`src/rtl/breakout_pkg.sv`:
```
// Shared SPI definitions: command layout, byte width and the slave FSM state type.
package breakout_pkg;

  localparam int SPI_CMD_RW_BIT = 7;
  localparam int SPI_BYTE_W     = 8;

  typedef enum logic [1:0] {
    IDLE = 2'd0,
    CMD  = 2'd1,
    DATA = 2'd2
  } spi_state_t;

endpackage

```
`src/rtl/spi_pin_sync.sv`:
```
// Two-flop synchronizer plus an edge-detect register for one asynchronous SPI pin.
module spi_pin_sync #(
  parameter logic RST_VAL = 1'b0
) (
  input  logic clk,
  input  logic rst_n,
  input  logic pin,
  output logic lvl,
  output logic rise,
  output logic fall
);

  logic s1_q, s2_q, s3_q;

  always_ff @(posedge clk or negedge rst_n) begin
    if (!rst_n) begin
      s1_q <= RST_VAL;
      s2_q <= RST_VAL;
      s3_q <= RST_VAL;
    end else begin
      s1_q <= pin;
      s2_q <= s1_q;
      s3_q <= s2_q;
    end
  end

  assign lvl  = s2_q;
  assign rise = s2_q & ~s3_q;
  assign fall = ~s2_q & s3_q;

endmodule

```
`src/rtl/spi_reg_slave.sv`:
```
// SPI mode-0 register-access slave: command byte then streaming write/read data bytes.
// Define SPI_READBACK_EN to build the miso read path; otherwise read commands are swallowed.
module spi_reg_slave
  import breakout_pkg::*;
#(
  parameter int ADDR_W = 4
) (
  input  logic              clk,
  input  logic              rst_n,
  input  logic              sck,
  input  logic              ss,
  input  logic              mosi,
  output logic              miso,
  output logic              miso_en,
  output logic              wr_en,
  output logic [ADDR_W-1:0] wr_addr,
  output logic [7:0]        wr_data,
  output logic [ADDR_W-1:0] rd_addr,
  input  logic [7:0]        rd_data
);

  logic sck_lvl, sck_rise, sck_fall;
  logic ss_lvl, ss_rise, ss_fall;
  logic mosi_lvl, mosi_rise, mosi_fall;

  // ss idles high so the synchronizer resets high: no false fall and miso_en low in reset
  spi_pin_sync #(.RST_VAL(1'b0)) u_sck  (.clk(clk), .rst_n(rst_n), .pin(sck),
                                          .lvl(sck_lvl), .rise(sck_rise), .fall(sck_fall));
  spi_pin_sync #(.RST_VAL(1'b1)) u_ss   (.clk(clk), .rst_n(rst_n), .pin(ss),
                                          .lvl(ss_lvl), .rise(ss_rise), .fall(ss_fall));
  spi_pin_sync #(.RST_VAL(1'b0)) u_mosi (.clk(clk), .rst_n(rst_n), .pin(mosi),
                                          .lvl(mosi_lvl), .rise(mosi_rise), .fall(mosi_fall));

  spi_state_t                state_q, state_d;
  logic [2:0]                bit_cnt_q;
  logic [SPI_BYTE_W-2:0]     rx_q;
  logic [ADDR_W-1:0]         addr_q;
  logic                      rw_q;
  logic                      wr_vld_p0;
  logic                      ld_vld_p0;
  logic                      bit_rise;
  logic                      byte_done;
  logic [SPI_BYTE_W-1:0]     rx_byte;

  // ss rise always wins over a coincident sck rise, discarding the partial byte
  assign bit_rise  = sck_rise & ~ss_rise & (state_q != IDLE);
  assign byte_done = bit_rise & (bit_cnt_q == 3'd7);
  assign rx_byte   = {rx_q, mosi_lvl};

  always_ff @(posedge clk or negedge rst_n) begin
    if (!rst_n) state_q <= IDLE;
    else        state_q <= state_d;
  end

  always_comb begin
    state_d = state_q;
    if (ss_rise) begin
      state_d = IDLE;
    end else begin
      case (state_q)
        IDLE:    if (ss_fall) state_d = CMD;
        CMD:     if (byte_done) state_d = DATA;
        default: state_d = state_q;
      endcase
    end
  end

  // p0: byte assembly, address tracking, pending write/load flags
  always_ff @(posedge clk or negedge rst_n) begin
    if (!rst_n) begin
      bit_cnt_q <= '0;
      rx_q      <= '0;
      addr_q    <= '0;
      rw_q      <= 1'b0;
      wr_vld_p0 <= 1'b0;
      ld_vld_p0 <= 1'b0;
      wr_en     <= 1'b0;
      wr_addr   <= '0;
      wr_data   <= '0;
    end else begin
      wr_vld_p0 <= 1'b0;
      ld_vld_p0 <= 1'b0;
      // p1: write strobe lags the byte completion by one clk
      wr_en     <= wr_vld_p0;
      if (ss_fall && state_q == IDLE) begin
        bit_cnt_q <= '0;
        rx_q      <= '0;
      end else if (bit_rise) begin
        bit_cnt_q <= bit_cnt_q + 3'd1;
        rx_q      <= rx_byte[SPI_BYTE_W-2:0];
      end
      if (byte_done) begin
        if (state_q == CMD) begin
          addr_q    <= rx_byte[ADDR_W-1:0];
          rw_q      <= rx_byte[SPI_CMD_RW_BIT];
          ld_vld_p0 <= rx_byte[SPI_CMD_RW_BIT];
        end else begin
          if (!rw_q) begin
            wr_vld_p0 <= 1'b1;
            wr_addr   <= addr_q;
            wr_data   <= rx_byte;
          end else begin
            ld_vld_p0 <= 1'b1;
          end
          addr_q <= addr_q + ADDR_W'(1);
        end
      end
    end
  end

`ifdef SPI_READBACK_EN
  logic [SPI_BYTE_W-1:0] tx_q;

  // p1: the first fall after a load (bit counter 0) keeps bit7 on the line
  always_ff @(posedge clk or negedge rst_n) begin
    if (!rst_n) begin
      tx_q <= '0;
    end else if (ss_rise) begin
      tx_q <= '0;
    end else if (ld_vld_p0) begin
      tx_q <= rd_data;
    end else if (sck_fall && state_q != IDLE && bit_cnt_q != 3'd0) begin
      tx_q <= {tx_q[SPI_BYTE_W-2:0], 1'b0};
    end
  end

  assign miso    = tx_q[SPI_BYTE_W-1];
  assign miso_en = ~ss_lvl;
  assign rd_addr = addr_q;

  logic unused_pins;
  assign unused_pins = ^{sck_lvl, mosi_rise, mosi_fall};
`else
  assign miso    = 1'b0;
  assign miso_en = 1'b0;
  assign rd_addr = '0;

  logic unused_pins;
  assign unused_pins = ^{sck_lvl, mosi_rise, mosi_fall, ss_lvl, ld_vld_p0, rd_data};
`endif

endmodule

```
`config.mk`:
```
export PLATFORM = sky130hd
export DESIGN_NAME = spi_reg_slave
export DESIGN_NICKNAME = d
export VERILOG_FILES = /design/src/rtl/breakout_pkg.sv /design/src/rtl/spi_pin_sync.sv /design/src/rtl/spi_reg_slave.sv
export SDC_FILE = /design/constraint.sdc
export NUM_CORES = 1
export LEC_CHECK = 0
export CORE_MARGIN = 2
export CORE_UTILIZATION = 40
export DETAILED_ROUTE_END_ITERATION = 10
export PLACE_DENSITY = 0.73
export SLEW_MARGIN = 5
export SYNTH_ARGS = -nofsm -noshare
export SYNTH_HDL_FRONTEND = slang
export SYNTH_HIERARCHICAL = 1
export SYNTH_SLANG_ARGS = --single-unit
```
`constraint.sdc`:
```
create_clock -name clk -period 2.11 [get_ports clk]
set_input_delay 0.422 -clock clk [delete_from_list [all_inputs] [get_ports clk]]
set_output_delay 0.422 -clock clk [all_outputs]
set_load 0.02 [all_outputs]
```
==> results of run 1 <==
[layout make-up]
| type | instances | area (µm²) | share of cell area |
|---|---|---|---|
| clock buffers | 8 | 100.1 | 0.05312 |
| well taps | 48 | 60.06 | 0.03187 |
| multi-input cells | 71 | 541.8 | 0.2875 |
| flip-flops and latches | 39 | 979.7 | 0.5199 |
| inverters | 2 | 7.507 | 0.003984 |
| repair buffers | 21 | 195.2 | 0.1036 |
[metrics by stage]
step	std cells	util	worst slack [ns]	hold WS, ns
finish	189	0.5033	0.2407	0.2201
detailed placement	181	0.4766	0.2235	0.3405
CTS	189	0.5033	0.2087	0.2506
floorplan	123	-	0.4770	0.1264
global placement	181	0.4766	0.2544	0.3336
global route	189	0.5033	0.1039	0.2854
[metal layers]
layer	track usage	up-vias
met5	0	-
met4	0.04592	0
met3	0.06757	6
met2	0.1955	28
met1	0.1652	462
li1	-	445
[registers in the layout, summed over array words and instances, names as in the netlist, 2 cells and up]
name,cells
addr_q,4
bit_cnt_q,3
rx_q,7
state_q,2
wr_addr,4
wr_data,8
[path summary, 6_finish.rpt]
check                             startpoint      endpoint  slack (ns)  cells after the start
worst max-delay path            bit_cnt_q[0]    wr_addr[0]        0.24                      6
worst min-delay path                   rst_n  bit_cnt_q[0]        0.22                      1
worst max register to register  bit_cnt_q[0]    wr_addr[0]        0.24                      6
worst min register to register   u_mosi/s1_q    u_mosi/lvl        0.35                      0
max in group asynchronous              rst_n    wr_data[3]        1.39                      1
min in group clk                 u_mosi/s1_q    u_mosi/lvl        0.35                      0
[cells in the final DEF, fill, tap and decap left out, drive strengths merged]
cell type / instances
a211oi: 1
a21oi: 2
a22o: 6
a31oi: 3
and2b: 1
and3: 1
and3b: 1
buf: 5
clkbuf: 8
clkdlybuf4s50: 16
conb: 6
dfrtp: 36
dfstp: 3
ha: 3
inv: 2
mux2: 15
mux2i: 3
nand2: 1
nand2b: 1
nand3b: 1
nand4: 2
nor2: 10
nor2b: 4
nor3: 4
nor3b: 2
o21ai: 3
xor2: 1
[where the power goes]
part / switching (W) / internal [W]
clock: 0.000240 / 0.000298
sequential: 0.0000218 / 0.000775
combinational: 0.0000497 / 0.0000327
==> summary.txt, run 1 <==
status: finished, final reports clean
RSZ-0062 raised after global routing: no
# IOs: 32
CTS tree: done
Crit Path Max Fanout: 7
core box area: 3744 µm²
synthesized area: 1589 µm²
dpl hpwl: 1707 µm
total grt overflow: 0
Diodes inserted: 0
Final Cycle Share: 0.8859
# resized after CTS: 0
Total Nets Final: 156
Cells after Synth: 118
Root Driver: clkbuf_8
cell row count: 22
design area: 1884 µm²
setup violators final: 0
met2 routed WL: 1053 µm
All-Layer GR Usage: 0.1321
Slew Viols, Final: 0
Area growth, synth to finish: 18.58%
yosys warns: 6
Via density: 4.979
Hold-fix buffers, CTS: 0
pin count of the biggest net entering global routing: 40
Leak Pwr: 0.8909 nW
first-pass GRT wire length: 4333 µm
CP max stage cell: dfrtp_1
worst-path cell chain: ha_1, ha_1, and3b_1, nor3b_4, buf_4, mux2_1
Max VDD drop: 0.5052 mV
Final Hold Fails: 0
setup_tns: 0 ns
total number of vias: 941
total design power: 0.001417 W
final wirelength: 2394 µm
Final min period: 1.869 ns
worst hold path type: input port to async pin
measured slew at the worst slew-check pin: 0.8052 ns
post-CTS setup repair buffer count: 0
max-cap viol count: 0
initial antenna violation count: 0
Crit path max-delay family: simple AND/OR/NAND/NOR gates
placed inst area: 1784 µm²
wire per inst: 12.67 µm
average size of a mapped cell: 13.47 µm²
Slew HR: 0.4632
Placer Congestion: 0.8534
Max Clock Skew: 0.002172 ns
final antenna-violating net count: 0
drt pass-1 iters: 4
routed length on met1: 1150 µm
Crit path largest cell delay: 0.36 ns
buffer levels on the longest clock path: 2
Power Dens Cells: 752.2 nW/µm²
share of layout cells above drive strength 1: 0.1844
Worst-path clk slew: 0.07 ns
clk_lat worst skew: 0.29 ns
most used cell, CP: ha_1
IO buf count: 17
Critical Path Sink Type: flop
top sig layer: met4
area of the die: 4493 µm²
maximum operating frequency: 535.0 MHz
Crit path required time: 2.28 ns
Num CTS Buffers: 5
Worst EP arrival: 2.04 ns
routed wl met3: 142 µm
vias in the first global route: 954
Worst Setup Path Type: flop to flop
critical path buffer and inverter count: 1
fill count: 331
Die X: 67.03 µm
Die Y: 67.03 µm
initial core utilization: 0.4245
H-Tree Depth: 2
clock sink count: 39
Critical Path Start Type: flop
DRC: 0
DR iter-0 viols: 51
(Power assumes the default switching activity.)
==> run 2, diff against run 1 <==
--- a/config.mk
+++ b/config.mk
@@ -7,10 +7,10 @@
 export LEC_CHECK = 0
 export CORE_MARGIN = 2
 export CORE_UTILIZATION = 40
+export CTS_CLUSTER_DIAMETER = 40
 export DETAILED_ROUTE_END_ITERATION = 10
 export PLACE_DENSITY = 0.73
-export SLEW_MARGIN = 5
+export SLEW_MARGIN = 20
 export SYNTH_ARGS = -nofsm -noshare
 export SYNTH_HDL_FRONTEND = slang
-export SYNTH_HIERARCHICAL = 1
 export SYNTH_SLANG_ARGS = --single-unit
==> summary.txt, run 2 <==
Final min period: 2.031 ns
Num CTS Buffers: 5
grt met3 use: 0.04094
buffer levels on the longest clock path: 2
All-Layer GR Usage: 0.1316
Largest register FFs: 8
Top Usage Layer GRT: met2
Total Nets Final: 178
DR iter-0 viols: 69
Synth top area share: 0.5325
top cells by area, synth: dfrtp_1, mux2_4, dfstp_2
worst hold path type: flop to flop
top-count cell post-synth: dfrtp_1
Worst EP arrival: 2.21 ns
commonest non-fill, non-tap cells in the layout: dfrtp_1, clkdlybuf4s50_1, nor2_1
Leak Pwr: 0.9266 nW
Largest Register: wr_data
Critical Path Start Type: flop
total grt overflow: 0
Crit path required time: 2.29 ns
wire per inst: 14.10 µm
synthesized area: 1692 µm²
Area growth, synth to finish: 20.12%
# IOs: 32
average size of a mapped cell: 12.62 µm²
CTS tree: done
grt met2 use: 0.2009
Diodes inserted: 0
post-synthesis async set-or-reset flop share: 1.000
setup violators final: 0
initial core utilization: 0.4199
Die Y: 69.03 µm
GRT met1 Usage: 0.1530
total number of vias: 1079
DRC: 0
sequential area share after synthesis: 0.5791
pin count of the biggest net entering global routing: 40
design area: 2032 µm²
Placer Congestion: 0.8358
Worst-path clk slew: 0.07 ns
cell row count: 23
Final Cycle Share: 0.9627
Worst Hold Slack: 0.3506 ns
reg2reg start: u_ss.s3_q
Critical Path Sink Type: flop
clock sink count: 39
largest registers: wr_data (8), rx_q (7)
core box area: 4029 µm²
Hold EP: wr_en
initial antenna violation count: 0
vias in the first global route: 1056
drt pass-1 iters: 4
hold path depth: 0
Max Clock Skew: 0.008274 ns
Reg-to-Reg End: wr_data[7]
first-pass GRT wire length: 4830 µm
status: finished, final reports clean
clk_lat worst skew: 0.30 ns
Die X: 69.03 µm
Finished Layout Cells: 210
Crit Path Max Fanout: 4
RSZ-0062 raised after global routing: yes
Worst Setup Path Type: flop to flop
commonest non-fill, non-tap cell in the layout: dfrtp_1
cell taking the most area after synthesis: dfrtp_1
Final Hold Fails: 0
H-Tree Depth: 2
R2R cell count: 6
placed inst area: 1889 µm²
area of the die: 4765 µm²
fill count: 336
final wirelength: 2962 µm
Max VDD drop: 0.3873 mV
number of synthesized flops with an enable pin: 0
yosys warns: 0
Cells after Synth: 134
number of synthesized register bits: 39
DP Cell Count: 199
maximum operating frequency: 492.3 MHz
dpl hpwl: 1977 µm
Post-synth top cells: dfrtp_1, nor2_1, mux2_4, o21ai_0, a21oi_1
top_reg_cell synth: dfrtp_1
Slew Viols, Final: 0
FF-to-FF setup slack: 0.08 ns
Via density: 5.138
Root Driver: clkbuf_8
IO buf count: 17
hold path startpoint: wr_vld_p0
Power Dens Cells: 771.1 nW/µm²
final antenna-violating net count: 0
share of layout cells above drive strength 1: 0.2250
max-cap viol count: 0
Yosys cell types: 30
[run 2: stage by stage]
step	utilization	total power [W]	setup TNS, ns	setup WS, ns
finish	0.5043	0.001567	0	0.07862
global route	0.5043	0.001629	-0.01147	-0.008070
CTS	0.5000	0.001570	0	0.003135
detailed placement	0.4689	0.0009760	-0.02036	-0.01696
global placement	0.4689	0.0009589	0	0.05638
floorplan	-	0.0009329	0	0.001467
[run 2: cell families after synthesis]
logic type                 after synthesis  synth area share
buffers and inverters                   17           0.06509
AOI/OAI and AO/OA                       22           0.07175
DFF                                     39            0.5791
and+or+nand+nor                         30           0.09765
muxes                                   19            0.1420
xor gates and xnor gates                 1          0.005178
other                                    1          0.002217
adders and majority gates                5           0.03698
[run 2: power breakdown]
part / internal [W] / switching, W
Clock: 0.000346 / 0.000247
Combinational: 0.0000645 / 0.0000819
Sequential: 0.000787 / 0.0000394
Total: 0.00120 / 0.000369
[run 2: cell type report]
cell class                 count  area, µm²  area share
clock inverter                 1      30.03     0.01478
multi-input combinational     83      626.9      0.3085
clock buffer                   6      72.57     0.03571
tap                           50      62.56     0.03079
inverter                       5      18.77    0.009236
sequential                    39      979.7      0.4821
timing repair buffer          26      241.5      0.1188
[run 2: worst max path at each step]
stage | from | cells past startpoint | slack, ns | end
global route | u_ss.s3_q | 8 | -0.008 | rx_q[6]
floorplan | u_ss.s3_q | 7 | 0.001 | wr_addr[0]
CTS | u_ss.s3_q | 6 | 0.003 | wr_addr[3]
global placement | u_ss.s3_q | 6 | 0.06 | wr_addr[3]
detailed placement | u_ss.s3_q | 7 | -0.02 | rx_q[4]
finish | u_ss.s3_q | 6 | 0.08 | wr_data[7]
[run 2: timing repair]
| item | 4_1_cts | 5_1_grt |
|---|---|---|
| pin swaps | 1 | 1 |
| gates cloned | 0 | 1 |
| buffers inserted | 3 | 0 |
| hold buffers | 0 | 0 |
| gates resized for setup | 0 | 5 |
| endpoints found under the setup margin | 4 | 12 |
| endpoints found under the hold margin | 0 | 0 |
[run 2: worst max-delay path, stage by stage, from the launching register on]
cell,delay [ns]
dfstp_2,0.54
inv_1,0.04
ha_1,0.20
or3b_4,0.42
nor3_4,0.20
buf_4,0.19
mux2_2,0.33
[run 2: layer usage]
| layer | vias to the layer above | wire length (µm) |
|---|---|---|
| met1 | 534 | 1250 |
| met5 | - | 0 |
| li1 | 495 | - |
| met4 | 0 | 127 |
| met2 | 37 | 1439 |
| met3 | 13 | 145 |
